--- src/rtl/seg_disp_pkg.sv ---
// ---------------------------------------------------------------------------
// seg_disp_pkg
// Shared 7-segment definitions for the display drivers (the legacy static
// per-digit decoder and the multiplexed scan driver).
//   - segment bit positions inside the 8-bit pattern {dp,g,f,e,d,c,b,a}
//   - active-high glyph constants for 0..9, a dash and an all-off pattern
//   - seg_glyph(): 4-bit code -> active-high glyph, dp bit left clear
// ---------------------------------------------------------------------------
package seg_disp_pkg;

    typedef logic [7:0] seg_pat_t;

    localparam int SEG_A  = 0;
    localparam int SEG_B  = 1;
    localparam int SEG_C  = 2;
    localparam int SEG_D  = 3;
    localparam int SEG_E  = 4;
    localparam int SEG_F  = 5;
    localparam int SEG_G  = 6;
    localparam int SEG_DP = 7;

    localparam seg_pat_t SEG_0 = seg_pat_t'((1 << SEG_A) | (1 << SEG_B) | (1 << SEG_C) |
                                             (1 << SEG_D) | (1 << SEG_E) | (1 << SEG_F));
    localparam seg_pat_t SEG_1 = seg_pat_t'((1 << SEG_B) | (1 << SEG_C));
    localparam seg_pat_t SEG_2 = seg_pat_t'((1 << SEG_A) | (1 << SEG_B) | (1 << SEG_D) |
                                             (1 << SEG_E) | (1 << SEG_G));
    localparam seg_pat_t SEG_3 = seg_pat_t'((1 << SEG_A) | (1 << SEG_B) | (1 << SEG_C) |
                                             (1 << SEG_D) | (1 << SEG_G));
    localparam seg_pat_t SEG_4 = seg_pat_t'((1 << SEG_B) | (1 << SEG_C) | (1 << SEG_F) |
                                             (1 << SEG_G));
    localparam seg_pat_t SEG_5 = seg_pat_t'((1 << SEG_A) | (1 << SEG_C) | (1 << SEG_D) |
                                             (1 << SEG_F) | (1 << SEG_G));
    localparam seg_pat_t SEG_6 = seg_pat_t'((1 << SEG_A) | (1 << SEG_C) | (1 << SEG_D) |
                                             (1 << SEG_E) | (1 << SEG_F) | (1 << SEG_G));
    localparam seg_pat_t SEG_7 = seg_pat_t'((1 << SEG_A) | (1 << SEG_B) | (1 << SEG_C));
    localparam seg_pat_t SEG_8 = seg_pat_t'((1 << SEG_A) | (1 << SEG_B) | (1 << SEG_C) |
                                             (1 << SEG_D) | (1 << SEG_E) | (1 << SEG_F) |
                                             (1 << SEG_G));
    localparam seg_pat_t SEG_9 = seg_pat_t'((1 << SEG_A) | (1 << SEG_B) | (1 << SEG_C) |
                                             (1 << SEG_D) | (1 << SEG_F) | (1 << SEG_G));
    localparam seg_pat_t SEG_DASH = seg_pat_t'(1 << SEG_G);
    localparam seg_pat_t SEG_OFF  = 8'h00;

    // Non-decimal codes (A-F) render as a dash so a corrupted BCD digit is
    // visibly wrong rather than mistaken for a number.
    function automatic seg_pat_t seg_glyph(input logic [3:0] code);
        seg_pat_t pat;
        case (code)
            4'd0:    pat = SEG_0;
            4'd1:    pat = SEG_1;
            4'd2:    pat = SEG_2;
            4'd3:    pat = SEG_3;
            4'd4:    pat = SEG_4;
            4'd5:    pat = SEG_5;
            4'd6:    pat = SEG_6;
            4'd7:    pat = SEG_7;
            4'd8:    pat = SEG_8;
            4'd9:    pat = SEG_9;
            default: pat = SEG_DASH;
        endcase
        return pat;
    endfunction

endpackage

--- src/rtl/seg_dec7.sv ---
// ---------------------------------------------------------------------------
// seg_dec7
// Combinational 7-segment decoder, active-high output.
//   code  in   4   digit code (0-9 glyph, A-F dash)
//   dp    in   1   decimal point request
//   seg   out  8   {dp,g,f,e,d,c,b,a}, 1 = segment lit
// ---------------------------------------------------------------------------
module seg_dec7
    import seg_disp_pkg::*;
(
    input  logic [3:0] code,
    input  logic       dp,
    output logic [7:0] seg
);

    always_comb begin
        seg         = seg_glyph(code);
        seg[SEG_DP] = dp;
    end

endmodule

--- src/rtl/seg_scan_disp.sv ---
// ---------------------------------------------------------------------------
// seg_scan_disp
// Time-multiplexed N-digit 7-segment scan driver. A BCD word plus decimal
// point and blink masks is captured on upd into a pending buffer and moved
// into the display buffer only at the frame boundary, so a frame is never
// torn. One digit is driven per slot of SCAN_DIV clocks; the first
// BLANK_CYC clocks of each slot keep all digit selects off to stop the
// previous digit's pattern ghosting onto the next one.
//
//   clk         in   1             system clock
//   rst_n       in   1             asynchronous active-low reset
//   bcd_in      in   4*NUM_DIGITS  packed BCD, nibble i = digit i
//   dp_mask     in   NUM_DIGITS    decimal point on digit i
//   blink_mask  in   NUM_DIGITS    digit i blinks
//   lz_en       in   1             enable leading-zero blanking (live)
//   upd         in   1             strobe: capture bcd_in/dp_mask/blink_mask
//   seg         out  8             {dp,g,f,e,d,c,b,a}, registered
//   dig_sel     out  NUM_DIGITS    one-hot digit enable, registered
//   frame_done  out  1             pulse on last cycle of the last digit slot
// ---------------------------------------------------------------------------
module seg_scan_disp
    import seg_disp_pkg::*;
#(
    parameter int NUM_DIGITS   = 6,
    parameter int SCAN_DIV     = 50000,
    parameter int BLANK_CYC    = 2,
    parameter int BLINK_FRAMES = 64,
    parameter int LZ_KEEP      = 1,
    parameter int SEG_ACT_LOW  = 1,
    parameter int DIG_ACT_LOW  = 1
) (
    input  logic                    clk,
    input  logic                    rst_n,
    input  logic [4*NUM_DIGITS-1:0] bcd_in,
    input  logic [NUM_DIGITS-1:0]   dp_mask,
    input  logic [NUM_DIGITS-1:0]   blink_mask,
    input  logic                    lz_en,
    input  logic                    upd,
    output logic [7:0]              seg,
    output logic [NUM_DIGITS-1:0]   dig_sel,
    output logic                    frame_done
);

    localparam int CNT_W = (SCAN_DIV > 1) ? $clog2(SCAN_DIV) : 1;
    localparam int IDX_W = (NUM_DIGITS > 1) ? $clog2(NUM_DIGITS) : 1;
    localparam int BLK_W = (BLINK_FRAMES > 1) ? $clog2(BLINK_FRAMES) : 1;

    localparam logic [CNT_W-1:0] SLOT_LAST = CNT_W'(SCAN_DIV - 1);
    localparam logic [CNT_W-1:0] BLANK_END = CNT_W'(BLANK_CYC);
    localparam logic [IDX_W-1:0] IDX_LAST  = IDX_W'(NUM_DIGITS - 1);
    localparam logic [BLK_W-1:0] BLK_LAST  = BLK_W'(BLINK_FRAMES - 1);

    localparam logic [7:0]            SEG_IDLE = (SEG_ACT_LOW != 0) ? 8'hFF : 8'h00;
    localparam logic [NUM_DIGITS-1:0] DIG_IDLE = (DIG_ACT_LOW != 0) ? {NUM_DIGITS{1'b1}}
                                                                    : {NUM_DIGITS{1'b0}};

    // Scan position
    logic [CNT_W-1:0] slot_cnt;
    logic [IDX_W-1:0] idx;
    logic             slot_last;
    logic             wrap;

    // Blink timing
    logic [BLK_W-1:0] blk_cnt;
    logic             blink_ph;

    // Pending and display buffers
    logic                    pend_flag;
    logic [4*NUM_DIGITS-1:0] pend_bcd;
    logic [NUM_DIGITS-1:0]   pend_dp;
    logic [NUM_DIGITS-1:0]   pend_blink;
    logic [4*NUM_DIGITS-1:0] disp_bcd;
    logic [NUM_DIGITS-1:0]   disp_dp;
    logic [NUM_DIGITS-1:0]   disp_blink;

    // Leading-zero mask
    logic [NUM_DIGITS-1:0] lz_blank;
    logic                  zero_run;

    // Stage 0 (combinational from current scan position) and stage 1 (pins)
    logic [3:0]            code_p0;
    logic                  dp_p0;
    logic [7:0]            glyph_p0;
    logic                  hide_p0;
    logic [7:0]            pat_p0;
    logic [7:0]            seg_nxt_p0;
    logic [NUM_DIGITS-1:0] dig_on_p0;
    logic [NUM_DIGITS-1:0] dig_nxt_p0;
    logic [7:0]            seg_p1;
    logic [NUM_DIGITS-1:0] dig_sel_p1;

    assign slot_last  = (slot_cnt == SLOT_LAST);
    assign wrap       = slot_last && (idx == IDX_LAST);
    assign frame_done = wrap;

    always_ff @(posedge clk or negedge rst_n) begin
        if (!rst_n) begin
            slot_cnt <= '0;
            idx      <= '0;
        end else if (slot_last) begin
            slot_cnt <= '0;
            idx      <= (idx == IDX_LAST) ? '0 : idx + IDX_W'(1);
        end else begin
            slot_cnt <= slot_cnt + CNT_W'(1);
        end
    end

    // Phase flips after every BLINK_FRAMES completed frames.
    always_ff @(posedge clk or negedge rst_n) begin
        if (!rst_n) begin
            blk_cnt  <= '0;
            blink_ph <= 1'b0;
        end else if (wrap) begin
            if (blk_cnt == BLK_LAST) begin
                blk_cnt  <= '0;
                blink_ph <= ~blink_ph;
            end else begin
                blk_cnt <= blk_cnt + BLK_W'(1);
            end
        end
    end

    // The display buffer only changes on the wrap edge. An upd landing in
    // the wrap cycle itself bypasses the pending buffer so it is not lost
    // for a whole frame.
    always_ff @(posedge clk or negedge rst_n) begin
        if (!rst_n) begin
            pend_flag  <= 1'b0;
            pend_bcd   <= '0;
            pend_dp    <= '0;
            pend_blink <= '0;
            disp_bcd   <= '0;
            disp_dp    <= '0;
            disp_blink <= '0;
        end else begin
            if (upd) begin
                pend_bcd   <= bcd_in;
                pend_dp    <= dp_mask;
                pend_blink <= blink_mask;
            end
            if (wrap) begin
                pend_flag <= 1'b0;
                if (upd) begin
                    disp_bcd   <= bcd_in;
                    disp_dp    <= dp_mask;
                    disp_blink <= blink_mask;
                end else if (pend_flag) begin
                    disp_bcd   <= pend_bcd;
                    disp_dp    <= pend_dp;
                    disp_blink <= pend_blink;
                end
            end else if (upd) begin
                pend_flag <= 1'b1;
            end
        end
    end

    // Walk from the most significant digit down; a digit is a leading zero
    // while every digit above it (and itself) is zero with no decimal point.
    always_comb begin
        lz_blank = '0;
        zero_run = 1'b1;
        for (int i = NUM_DIGITS - 1; i >= 0; i--) begin
            zero_run = zero_run && (disp_bcd[4*i +: 4] == 4'd0) && !disp_dp[i];
            if (i >= LZ_KEEP) begin
                lz_blank[i] = lz_en && zero_run;
            end
        end
    end

    // ---- stage 0: decode the digit under the scan position ----
    always_comb begin
        code_p0 = disp_bcd[{idx, 2'b00} +: 4];
        dp_p0   = disp_dp[idx];
    end

    seg_dec7 u_dec (
        .code (code_p0),
        .dp   (dp_p0),
        .seg  (glyph_p0)
    );

    always_comb begin
        hide_p0    = lz_blank[idx] || (blink_ph && disp_blink[idx]);
        pat_p0     = hide_p0 ? SEG_OFF : glyph_p0;
        seg_nxt_p0 = (SEG_ACT_LOW != 0) ? ~pat_p0 : pat_p0;
        dig_on_p0  = (slot_cnt < BLANK_END) ? '0 : (NUM_DIGITS'(1) << idx);
        dig_nxt_p0 = (DIG_ACT_LOW != 0) ? ~dig_on_p0 : dig_on_p0;
    end

    // ---- stage 1: registered pin drivers ----
    always_ff @(posedge clk or negedge rst_n) begin
        if (!rst_n) begin
            seg_p1     <= SEG_IDLE;
            dig_sel_p1 <= DIG_IDLE;
        end else begin
            seg_p1     <= seg_nxt_p0;
            dig_sel_p1 <= dig_nxt_p0;
        end
    end

    assign seg     = seg_p1;
    assign dig_sel = dig_sel_p1;

endmodule

--- config.mk ---
export PLATFORM = sky130hd
export DESIGN_NAME = seg_scan_disp
export DESIGN_NICKNAME = d
export VERILOG_FILES = /design/src/rtl/seg_disp_pkg.sv /design/src/rtl/seg_dec7.sv /design/src/rtl/seg_scan_disp.sv
export SDC_FILE = /design/constraint.sdc
export NUM_CORES = 1
export LEC_CHECK = 0
export ABC_CLOCK_PERIOD_IN_PS = 2700
export CAP_MARGIN = 40
export CELL_PAD_IN_SITES_DETAIL_PLACEMENT = 1
export CELL_PAD_IN_SITES_GLOBAL_PLACEMENT = 1
export CORE_MARGIN = 2
export CORE_UTILIZATION = 35
export DETAILED_ROUTE_END_ITERATION = 16
export GPL_TIMING_DRIVEN = 0
export HOLD_SLACK_MARGIN = 0.05
export PLACE_DENSITY_LB_ADDON = 0.08
export SYNTH_ARGS = -nofsm -noshare
export SYNTH_HDL_FRONTEND = slang
export SYNTH_HIERARCHICAL = 1
export SYNTH_SLANG_ARGS = --single-unit
--- constraint.sdc ---
create_clock -name clk -period 2.7 [get_ports clk]
set_input_delay 0.54 -clock clk [delete_from_list [all_inputs] [get_ports clk]]
set_output_delay 0.54 -clock clk [all_outputs]
set_load 0.02 [all_outputs]
==> Word-level counts from Yosys, hierarchy flattened <==
Memory sizes are Yosys's and may differ from the RTL's.
Index checks and enable logic that the tools add are counted.
{ "op_classes": {"n_addsub": 3, "multipliers": 0, "n_div": 0, "magnitude_cmp": 2, "eq_ne": 3, "shift": 2, "n_mux": 19, "n_bitwise": 3, "n_reduce_logical": 31} }
{ "ops": {"columns": ["cell", "count"], "rows": [
  ["two-way mux 24 bit", 2],
  ["two-way mux 6 bit", 6],
  ["variable part select 24 x 6 -> 4 bit", 1],
  ["logical NOT 4 bit", 5],
  ["adder 16 x 1 -> 16 bit, second input constant", 1],
  ["== test 16 bit, second input constant", 1],
  ["logical AND 1 bit", 16],
  ["less-than comparator 16 x 2 -> 1 bit, second input constant", 1],
  ["two-way mux 16 bit", 1],
  ["binary-select mux 1 bit (select 3 bit)", 3],
  ["two-way mux 8 bit", 1],
  ["inverter 8 bit", 1],
  ["adder 6 x 1 -> 6 bit, second input constant", 1],
  ["== test 6 bit, second input constant", 1],
  ["inverter 6 bit", 1],
  ["left shift 1 x 3 -> 6 bit, first input constant", 1],
  ["logical NOT 1 bit", 5],
  ["two-way mux 1 bit", 5],
  ["less-than comparator 3 x 4 -> 1 bit, second input constant", 1],
  ["AND reduction 2 bit", 2],
  ["nonzero test 2 bit", 2],
  ["adder 3 x 1 -> 3 bit, second input constant", 1],
  ["== test 3 bit, second input constant", 1],
  ["two-way mux 3 bit", 1],
  ["other kinds (2)", 2]
]} }
{ "word_totals": {"reg_bits": 113, "latch_bits": 0, "ram_bits": 0, "mem_bits_ro": 112, "inputBits": 40, "out_inout_bits": 15, "word_cells": 77, "n_memories": 1} }
{ "mem_list": {"columns": ["memory", "depth", "word_bits", "rd", "rd_clocked_by_memory_dff", "write_ports", "line", "source"], "rows": [
  ["(no name shown)", 16, 7, 1, 0, 0, "seg_disp_pkg.sv:48", "case (code)"]
]} }

==> Longest topological paths before layout <==
{ "depth": {"word_depth": 16, "depth_mapped": 10, "ltp_nobuf": 8} }

==> Cells and area by module <==
The synthesis kept the hierarchy.
{ "modules_own_cells": {"columns": ["mod", "n_inst", "cells_each", "area_per_inst_um2", "seq_area_each_um2"], "rows": [
  ["seg_scan_disp", 1, 349, 4924.7, 2845.2],
  ["seg_dec7", 1, 30, 240.2, 0.0]
]} }

==> Least setup slack after synthesis <==
OpenSTA, ideal clock, no wires.
{ "synth_timing": {"path_type": "reg-to-reg", "from": "reg idx[0]", "to": "reg seg_p1[0] (netlist: seg[0])", "setup_time_ns": 0.082, "arrival_time_ns": 2.397, "t_required_ns": 2.618, "path_slack_ns": 0.221, "stages_incl_launch_ff": 10, "n_path_buf": 2, "period_less_slack_ns": 2.479, "path_cell_list": "dfrtp_1 -> buf_2 -> buf_2 -> mux2i_1 -> o21ai_0 -> inv_1 -> ha_1 -> mux2_2 -> o22ai_1 -> nand2_1"} }
{ "synth_between": {"elab_cells_between_ends": 10, "cone_classes": "1 x shift; 5 x mux; 1 x bitwise; 2 x reduce/logical; 1 x memory"} }
{ "synth_lines": {"columns": ["item", "line", "source"], "rows": [
  ["start: declaration", "seg_scan_disp.sv:59", "logic [IDX_W-1:0] idx;"],
  ["start signal: assignment", "seg_scan_disp.sv:102", "idx <= (idx == IDX_LAST) ? '0 : idx + IDX_W'(1);"],
  ["variable part select 24 x 6 -> 4 bit", "seg_scan_disp.sv:173", "code_p0 = disp_bcd[{idx, 2'b00} +: 4];"],
  ["named net code_p0[1]", "seg_scan_disp.sv:81", "logic [3:0] code_p0;"],
  ["memory (16 x 7 bit)", null, null],
  ["named net glyph_p0[0]", "seg_scan_disp.sv:83", "logic [7:0] glyph_p0;"],
  ["two-way mux 8 bit", "seg_scan_disp.sv:185", "pat_p0 = hide_p0 ? SEG_OFF : glyph_p0;"],
  ["inverter 8 bit", "seg_scan_disp.sv:186", "seg_nxt_p0 = (SEG_ACT_LOW != 0) ? ~pat_p0 : pat_p0;"],
  ["named net seg_nxt_p0[0]", "seg_scan_disp.sv:86", "logic [7:0] seg_nxt_p0;"],
  ["end signal: assignment", "seg_scan_disp.sv:197", "seg_p1 <= seg_nxt_p0;"],
  ["end: declaration", "seg_scan_disp.sv:89", "logic [7:0] seg_p1;"]
]} }
The timed path passes the listed nets, and every way through them passes these cells. The select of a mux whose other input is x is not followed.
A chain may end at the register's enable or synchronous reset.

==> Final worst setup path <==
{ "layout_timing": {"from": "reg slot_cnt[10]", "to": "out frame_done"} }
{ "layout_between": {"elab_chain_len": 2} }
{ "layout_rtl": {"columns": ["item", "line", "source"], "rows": [
  ["start: declaration", "seg_scan_disp.sv:58", "logic [CNT_W-1:0] slot_cnt;"],
  ["start signal: assignment", "seg_scan_disp.sv:104", "slot_cnt <= slot_cnt + CNT_W'(1);"],
  ["== test 16 bit", "seg_scan_disp.sv:92", "assign slot_last = (slot_cnt == SLOT_LAST);"],
  ["logical AND 1 bit", "seg_scan_disp.sv:93", "assign wrap = slot_last && (idx == IDX_LAST);"],
  ["end: declaration", "seg_scan_disp.sv:41", "output logic frame_done"]
]} }
Every way passes these cells.

==> impl_metrics.csv <==
group,metric,value,unit
run_status,status,"finished, final reports clean",
timing,drv_slew,0,
clock_network,clk_latency,0.41,ns
floorplan,rows,44,
timing,fin_crit_sh,0.936,
worst_setup_path,crit_slowest_cell,"or4_4",
yosys,ys.flop_type,"dfrtp_1",
clock_network,tritoncts,"yes",
floorplan,die_area,0.0157,sq mm
layout,num-nets-final,504,
worst_setup_path,crit_type,"reg -> out",
timing,hold_viol,0,
yosys,syn_area,0.00516,sq mm
worst_setup_path,cp_top_family,"simple AND/OR/NAND/NOR gates",
worst_setup_path,rr_endpoint,"seg[3]",
yosys,synth-seq-area-share,0.551,
yosys,synthCells,379,
clock_network,cts_hold_buf,0,
worst_setup_path,reg2reg_slack,0.28,ns
yosys,yosysUniqueCellTypes,53,
power,power.density,631,mW/mm^2
floorplan,die_h,125,um
drt,postRouteAntennaNets,0,
yosys,syn_area_per_cell,13.6,sq um
drt,dr.pass1.iters,4,
clock_network,clk_pin_slew_worst_paths,0.05,ns
global_routing,grt_pass1_wl,19300,um
yosys,synth_edf_count,0,
worst_setup_path,slowest_delay,0.57,ns
yosys,yosys_register_bits,113,
layout,nFillCells,1487,
layout,final_layout_size_suffix_gt1_frac,0.334,
clock_network,numCtsBuffers,17,
drt,drc,0,
clock_network,ctsLongestPathBuffers,2,
floorplan,die_w,125,um
drt,drt-vias-per-instance,4.79,
drt,via_count,3116,
place,place_hpwl,7920,um
yosys,async_flop_share,1.00,
floorplan,start_util,0.357,
yosys,yosysWarnings,6,
power,p_total,4.15,mW
global_routing,grt_usage,0.158,
layout,antenna_cells,0,
yosys,synth_nets,428,
place,place_area,0.00596,sq mm
floorplan,fp.coreArea,0.0145,sq mm
hold_path,min_path_type,"in -> async",
timing,slew_headroom,0.581,
clock_network,cts_sinks,113,
worst_setup_path,end_kind,"primary output",
timing,finalSetupViolations,0,
power,power_leakage,2.91,nW
drt,drt-initial-drc-count,123,
worst_setup_path,reg2reg_depth,10,
timing,skew,0.00707,ns
worst_setup_path,cp.arrival,1.99,ns
global_routing,globalRouteOverflowTotal,0,
timing,rsz0062_at_grt,"false",
global_routing,grt_pass1_vias,3635,
clock_network,cts_root_buf,"clkbuf_16",
floorplan,num_io_pins,55,
timing,tightestPinTransition,0.629,ns
timing,max_freq,396,MHz
layout,area.growth.synth_to_final,27.3,%
power,vdd_drop_max,0.366,mV
worst_setup_path,worst_r2r_startpoint,"idx[0]",
timing,setup-tns-final,0,ns
timing,fin_crit,2.53,ns
drt,wl,11400,um
worst_setup_path,worstPathRequired,2.16,ns
place,io_buffer_count,53,
drt,wl_per_cell,17.5,um
global_routing,grt_max_degree,67,
worst_setup_path,critPathLaunchType,"flip-flop",
worst_setup_path,path_max_fanout,4,
layout,design_area,0.00657,sq mm
place,place_congestion,0.749,
worst_setup_path,path_cells,"or4_4, nor4_4, nand2_2, nor2_4, buf_4",
global_routing,grt_antenna_before_repair,0,
worst_setup_path,path_buf_inv,1,
clock_network,ctsHtreeMaxLevel,4,
flow_run,drv_cap,0,
-- placed cells by master, fill, tap and decap left out, types with 2 or more instances in the layout --
cell and n:
dfrtp_1 99, clkbuf_1 6, bufinv_16 2, clkbuf_8 5, a21oi_1 4, mux2_2 46
dfstp_2 14, nand2b_1 2, o41ai_1 2, o22ai_1 3, clkbuf_16 17, xor2_1 11
clkinv_2 3, buf_6 4, buf_4 6, buf_12 3, and3_2 2, nor4_1 5
clkdlybuf4s50_1 51, and2_1 2, xnor2_1 5, and3_1 5, nand2_1 27, inv_1 7
mux2_4 31, nor2b_1 2, nor2_1 20, nand3_1 13, o31ai_1 2, mux4_2 6
buf_2 4, ha_1 9, nand4_1 2, buf_1 2, mux2i_1 6, or4_1 4
o21ai_0 8
-- metrics by stage --
| stage | utilization | cells | hold WS, ns | setup slack [ns] |
|---|---|---|---|---|
| 2_1_floorplan | - | 379 | 0.244 | 0.221 |
| 4_1_cts | 0.454 | 652 | 0.0637 | 0.00337 |
| 6_report | 0.454 | 651 | 0.0671 | 0.172 |
| 3_3_place_gp | 0.409 | 616 | 0.457 | -3.40 |
| 5_1_grt | 0.454 | 651 | 0.0858 | 0.00396 |
| 3_5_place_dp | 0.412 | 618 | 0.457 | -0.279 |
-- worst reg2reg max path, stage by stage (launching register included) --
cell and delay (ns):
dfrtp_1 0.39, buf_2 0.30, buf_2 0.32, mux2i_1 0.14, o21ai_2 0.22, buf_2 0.21
inv_1 0.09, ha_1 0.18, mux2_2 0.27, o22ai_1 0.15, nand2_1 0.07
-- synthesized netlist by cell type (6+ instances only) --
library cell | n | share of area
dfstp_2 | 14 | 0.071
ha_1 | 9 | 0.022
dfrtp_1 | 99 | 0.48
inv_1 | 7 | 0.0051
nor2_1 | 20 | 0.015
mux2i_1 | 6 | 0.012
xor2_1 | 11 | 0.019
o21ai_0 | 10 | 0.0097
mux2_4 | 31 | 0.090
nand2_1 | 28 | 0.020
nand3_1 | 13 | 0.013
mux4_2 | 6 | 0.026
mux2_2 | 46 | 0.10
-- layer usage --
| metal | GRT usage | vias up | wire (um) |
|---|---|---|---|
| met1 | 0.207 | 1559 | 5260 |
| met2 | 0.246 | 51 | 5530 |
| met5 | 0 | - | 0 |
| li1 | - | 1491 | - |
| met4 | 0.0627 | 0 | 175 |
| met3 | 0.0488 | 15 | 430 |
-- registers in the layout, summed over array words and instances (netlist names) --
name and cells:
disp_blink 6, pend_dp 6, idx 3, disp_bcd 24, seg 8, dig_sel 6, pend_flag 1, disp_dp 6
pend_blink 6, blk_cnt 6, slot_cnt 16, pend_bcd 24, blink_ph 1
-- timing repair --
item | CTS | global route
setup endpoints to repair | 5 | 5
pin swaps | 2 | 1
setup buffers | 3 | 0
gates resized for setup | 8 | 3
-- final cells by class --
cell class / count / area (sq um) / share of cell area
plain buffers: 16 / 144 / 0.0219
clock buffers: 26 / 509 / 0.0775
clock inverters: 5 / 75.1 / 0.0114
inverters: 8 / 30.0 / 0.00457
multi-input cells: 241 / 2150 / 0.328
flip-flops and latches: 113 / 2850 / 0.433
well taps: 184 / 230 / 0.0350
repair buffers: 58 / 584 / 0.0889
-- where the power goes --
| part | switching (mW) | leakage, nW | internal (mW) |
|---|---|---|---|
| registers | 0.0118 | 1.43 | 1.75 |
| logic | 0.0869 | 1.19 | 0.105 |
| clock network | 0.726 | 0.290 | 1.47 |
-- cell families after synthesis --
| logic type | share of synthesized area |
|---|---|
| buffers and inverters | 0.0342 |
| AOI/OAI and AO/OA | 0.0349 |
| xor gates and xnor gates | 0.0271 |
| and+or+nand+nor | 0.103 |
| DFF | 0.551 |
| adders and majority gates | 0.0218 |
| muxes | 0.228 |
-- worst max path at each step --
stage | endpoint | cells after the start | start
6_report | frame_done | 5 | slot_cnt[10]
5_1_grt | seg[0] | 10 | idx[0]
2_1_floorplan | seg[0] | 9 | idx[0]
4_1_cts | frame_done | 5 | slot_cnt[10]
3_5_place_dp | frame_done | 5 | slot_cnt[10]
3_3_place_gp | slot_cnt[7] | 1 | rst_n
Note: power is estimated with default switching activity, not from simulation.
